$ cat src/rtl/uart_word_serializer.sv
// Word FIFO feeding a UART byte stream, MSB first; `UART_WORD_SERIALIZER_HEX_ASCII_EN selects hex-ASCII + CR/LF framing.
// Latency: first byte valid one cycle after the word lands; bytes hold on !byte_rdy_i, word_rdy_o drops only when full.
module uart_word_serializer #(
    parameter int UART_DATA_WIDTH = 8,
    parameter int WORD_BYTES      = 4,
    parameter int FIFO_DEPTH      = 4
) (
    input  logic                                  clk_i,
    input  logic                                  rst_i,
    input  logic                                  word_val_i,
    input  logic [UART_DATA_WIDTH*WORD_BYTES-1:0] word_i,
    output logic                                  word_rdy_o,
    output logic                                  byte_val_o,
    output logic [UART_DATA_WIDTH-1:0]            byte_o,
    input  logic                                  byte_rdy_i,
    output logic [$clog2(FIFO_DEPTH):0]           fifo_level_o,
    output logic                                  busy_o
);
    localparam int W     = UART_DATA_WIDTH * WORD_BYTES;
    localparam int PTR_W = $clog2(FIFO_DEPTH);
    localparam int LVL_W = PTR_W + 1;
`ifdef UART_WORD_SERIALIZER_HEX_ASCII_EN
    localparam int N_OUT = 2 * WORD_BYTES + 2;
`else
    localparam int N_OUT = WORD_BYTES;
`endif
    localparam int IDX_W = $clog2(N_OUT + 1);
    localparam logic [IDX_W-1:0] LAST_IDX = IDX_W'(N_OUT - 1);

    typedef enum logic {IDLE, SEND} state_t;

    logic [W-1:0]               mem_q [FIFO_DEPTH];
    logic [PTR_W-1:0]           wr_ptr_q, rd_ptr_q;
    logic [LVL_W-1:0]           level_q;
    state_t                     state_q;
    logic [W-1:0]               shreg_q;
    logic [IDX_W-1:0]           idx_q;
    logic [UART_DATA_WIDTH-1:0] byte_q;

    logic         fifo_empty, push, pop, hs, last_byte;
    logic [W-1:0] head;

    // Output character number i of word w.
    function automatic logic [UART_DATA_WIDTH-1:0] encode(input logic [W-1:0] w,
                                                          input logic [IDX_W-1:0] i);
        logic [W-1:0] t;
`ifdef UART_WORD_SERIALIZER_HEX_ASCII_EN
        logic [3:0] nib;
        t   = w << (4 * i);
        nib = t[W-1 -: 4];
        if (i == IDX_W'(2 * WORD_BYTES))
            return UART_DATA_WIDTH'(8'h0D);
        else if (i > IDX_W'(2 * WORD_BYTES))
            return UART_DATA_WIDTH'(8'h0A);
        else
            return UART_DATA_WIDTH'((nib < 4'd10) ? {4'h3, nib} : (8'h37 + {4'h0, nib}));
`else
        t = w << (UART_DATA_WIDTH * i);
        return t[W-1 -: UART_DATA_WIDTH];
`endif
    endfunction

    assign fifo_empty   = (level_q == '0);
    assign word_rdy_o   = (level_q != LVL_W'(FIFO_DEPTH));
    assign push         = word_val_i && word_rdy_o;
    assign hs           = (state_q == SEND) && byte_rdy_i;
    assign last_byte    = (idx_q == LAST_IDX);
    assign pop          = !fifo_empty && ((state_q == IDLE) || (hs && last_byte));
    assign head         = mem_q[rd_ptr_q];
    assign fifo_level_o = level_q;
    assign byte_val_o   = (state_q == SEND);
    assign byte_o       = byte_q;
    assign busy_o       = !fifo_empty || (state_q != IDLE);

    // Storage carries no reset: contents are only meaningful under level_q.
    always_ff @(posedge clk_i) begin
        if (push)
            mem_q[wr_ptr_q] <= word_i;
    end

    always_ff @(posedge clk_i) begin
        if (rst_i) begin
            wr_ptr_q <= '0;
            rd_ptr_q <= '0;
            level_q  <= '0;
        end else begin
            if (push)
                wr_ptr_q <= wr_ptr_q + PTR_W'(1);
            if (pop)
                rd_ptr_q <= rd_ptr_q + PTR_W'(1);
            level_q <= level_q + LVL_W'(push) - LVL_W'(pop);
        end
    end

    always_ff @(posedge clk_i) begin
        if (rst_i) begin
            state_q <= IDLE;
            shreg_q <= '0;
            idx_q   <= '0;
            byte_q  <= '0;
        end else begin
            case (state_q)
                IDLE: begin
                    if (!fifo_empty) begin
                        shreg_q <= head;
                        idx_q   <= '0;
                        byte_q  <= encode(head, '0);
                        state_q <= SEND;
                    end
                end
                SEND: begin
                    if (hs) begin
                        if (!last_byte) begin
                            idx_q  <= idx_q + IDX_W'(1);
                            byte_q <= encode(shreg_q, idx_q + IDX_W'(1));
                        end else if (!fifo_empty) begin
                            // Back-to-back words: reload on the last handshake, no idle gap.
                            shreg_q <= head;
                            idx_q   <= '0;
                            byte_q  <= encode(head, '0);
                        end else begin
                            shreg_q <= '0;
                            idx_q   <= '0;
                            byte_q  <= '0;
                            state_q <= IDLE;
                        end
                    end
                end
                default: state_q <= IDLE;
            endcase
        end
    end
endmodule

$ cat config.mk
export PLATFORM = sky130hd
export DESIGN_NAME = uart_word_serializer
export DESIGN_NICKNAME = d
export VERILOG_FILES = /design/src/rtl/uart_word_serializer.sv
export SDC_FILE = /design/constraint.sdc
export NUM_CORES = 1
export LEC_CHECK = 0
export CAP_MARGIN = 20
export CORE_ASPECT_RATIO = 0.7
export CORE_MARGIN = 4
export CORE_UTILIZATION = 38
export DETAILED_ROUTE_END_ITERATION = 8
export GPL_ROUTABILITY_DRIVEN = 0
export SYNTH_ARGS = -nofsm -noshare
export SYNTH_HDL_FRONTEND = slang
export SYNTH_SLANG_ARGS = --single-unit
$ cat constraint.sdc
create_clock -name clk_i -period 2.5 [get_ports clk_i]
set_input_delay 0.25 -clock clk_i [delete_from_list [all_inputs] [get_ports clk_i]]
set_output_delay 0.25 -clock clk_i [all_outputs]
set_load 0.02 [all_outputs]
==> out/qor.txt <==
Outcome -> finished, final reports clean
Setup crit end kind -> output port
Grt total ovfl -> 0
Vias in the first global route -> 3,617
CORE AREA -> 0.0180 sq mm
Met2 wire length -> 6020 um
Global-route wire length before repair -> 21,200 um
Die area -> 0.0205 sq mm
# H-tree levels -> 4
Antenna violations before repair -> 0
RSZ-0062 raised after global routing -> false
Most frequent cell after synthesis -> edfxtp_1
Cell count after synthesis -> 361
Worst slew margin -> 39.8%
Mapped Area -> 0.00693 sq mm
Asr flop ratio synth -> 0%
Routed vias/inst -> 5.19
Synth unique cells -> 43
Footprint of the multi-input gates -> 0.00183 sq mm
Detail Route Antenna Nets -> 0
CP max FO -> 9
Layout Skew -> 0.0106 ns
Largest net degree at the start of global routing -> 33
Global router's overall resource usage -> 14.0%
CP Launch Type -> flip-flop
Rows -> 41
Leading post-synthesis cells by cell area -> edfxtp_1 55%, dfxtp_1 15%, mux4_2 10%
Critical path origin -> fifo_level_o[2]$_SDFF_PP0_
Initial drt markers -> 314
Area delta synth->final -> 19.9%
Power, Total -> 0.00872 W
CTS tree -> done
Met1 wire length -> 6770 um
Critical path required time -> 2.25 ns
Largest area contributor in the netlist -> edfxtp_1
Yosys warns -> 0
Max Cap Viol -> 0
Met3 wire len -> 727 um
Final slew viol count -> 0
Layout cells sized above 1 -> 20.8%
Port buffer count -> 49
HPWL Detailed -> 8840 um
Worst min-delay path category -> flip-flop to flip-flop
Longest Clk Path Bufs -> 2
Number of flops mapped to enable cells by yosys -> 128
FILL cells -> 1,540
Storage element area -> 0.00491 sq mm
FF-to-FF Start -> idx_q[0]$_SDFFE_PP0P_
DR vias -> 3,516
Clock Latency Late Sink -> 0.42 ns
Fin Setup TNS -> 0 ns
Cell Chain, Critical Path -> or3b_2, buf_4, clkdlybuf4s50_1
Clk sinks -> 181
Actual slew at the worst max-slew pin -> 0.895 ns
Cts repair resizes -> 0
Worst Hold Launch -> shreg_q[27]$_SDFFE_PP0P_
Critical path's slowest cell -> clkdlybuf4s50_1
Setup bufs post-CTS -> 0
Top cell type's share of synthesized area -> 55.5%
Reg clk slew, reported paths -> 0.07 ns
Drt wl/cell -> 20.1 um
FF+latch count, synth -> 181
Kind of critical path -> flip-flop to output port
Primary flip-flop cell chosen by synthesis mapping -> edfxtp_1
Hold Fails Final Rpt -> 0
Fin nets -> 475
# hold bufs at CTS -> 0
WL final -> 13,700 um
WP data arrival -> 2.11 ns
Top layer in use -> met4
1st-pass router iterations -> 4
Num CTS Buffers -> 17
Syn avg cell area -> 19.2 sq um
N_diodes -> 0
Most common library cells after synthesis -> 128 x edfxtp_1, 53 x dfxtp_1, 31 x mux4_2, 25 x a22o_1
P per Cell Area -> 1050 mW/mm^2
Root Driver -> clkbuf_16
DR DRC count -> 0
Initial core utilization -> 38.6%
Leak pwr -> 2.84 nW
Peak Freq -> 0.423 GHz
Net Count, Synth -> 407
Sequential cell area fraction in the yosys report -> 70.8%
Worst path top cell family by delay -> buffers and inverters
Die Span X -> 169 um
Peak VDD IR -> 0.000437 V
WP buf/inv -> 2
Total I/O pin count -> 50
Fin crit period -> 2.36 ns
Period utilization -> 94.6%
Die height -> 121 um
Biggest cell delay along the critical path -> 0.53 ns
Final setup viols -> 0
## layout by cell type, fill, tap and decap left out, types with 2 or more instances in the layout
master and n:
inv_1 9, a22o_1 25, nand3_1 3, nor2b_1 4, clkdlybuf4s50_1 49, nand2b_1 2
clkbuf_16 19, clkbuf_1 3, ha_1 9, a21o_2 3, nor4b_1 7, mux4_2 31
a211oi_1 2, inv_6 4, a221o_1 7, and3_1 4, xnor2_1 2, edfxtp_1 128
nand2_1 2, a21o_1 6, o21ai_0 5, mux4_1 9, nor3_1 2, buf_4 21
clkinv_4 2, nor2_1 3, dfxtp_1 52, a21oi_1 9, clkbuf_8 3
## routing by layer
layer	vias up	track usage (%)
li1	1621	-
met1	1800	20.5
met2	84	20.2
met3	11	4.56
met4	0	3.77
met5	-	0
## kinds of logic after synthesis
| group | share of synthesized area, % |
|---|---|
| adder cells (fa/ha/maj) | 1.91 |
| multiplexers | 13.5 |
| AND/OR/NAND/NOR | 3.56 |
| buffers and inverters | 2.82 |
| flip-flops | 70.8 |
| AO/OA/AOI/OAI | 7.20 |
| XOR/XNOR | 0.253 |
## stage by stage
| step | setup WS, ns | util [%] | area (sq um) | hold slack (ns) | instances |
|---|---|---|---|---|---|
| floorplan | 0.0576 | - | 6930 | 0.349 | 361 |
| global placement | 0.231 | 43.0 | 7720 | 0.436 | 646 |
| detailed placement | 0.150 | 43.0 | 7720 | 0.444 | 646 |
| CTS | 0.116 | 46.3 | 8310 | 0.438 | 678 |
| global route | 0.0162 | 46.3 | 8310 | 0.444 | 678 |
| finish | 0.136 | 46.3 | 8310 | 0.456 | 678 |
## state kept, by name, indices dropped and copies added, names as in the netlist, named ones only
register	cells
shreg_q	32
idx_q	3
byte_val_o	1
fifo_level_o	3
rd_ptr_q	2
byte_o	8
wr_ptr_q	2
mem_q	128
## power by group
part           switching (W)  total [W]  internal, W  leakage, nW
registers           0.000320    0.00403      0.00371         1.61
clock network        0.00109    0.00258      0.00149        0.290
logic                0.00103    0.00211      0.00108        0.938
## area by class of cell
cell class / instances / area share [%]
clock buffer: 25 / 6.36
clock inverter: 7 / 0.693
inverter: 10 / 0.452
multi-input combinational: 149 / 22.1
sequential: 181 / 59.1
tap: 236 / 3.55
timing repair buffer: 70 / 7.80
## path summary, 6_finish.rpt
kind / cells past startpoint / slack (ns) / endpoint
setup / recovery: 3 / 0.14 / word_rdy_o
hold / removal: 1 / 0.46 / shreg_q[27]$_SDFFE_PP0P_
setup reg to reg: 11 / 0.16 / fifo_level_o[2]$_SDFF_PP0_
hold reg to reg: 1 / 0.46 / shreg_q[27]$_SDFFE_PP0P_
Note: power is estimated with default switching activity, not from simulation.
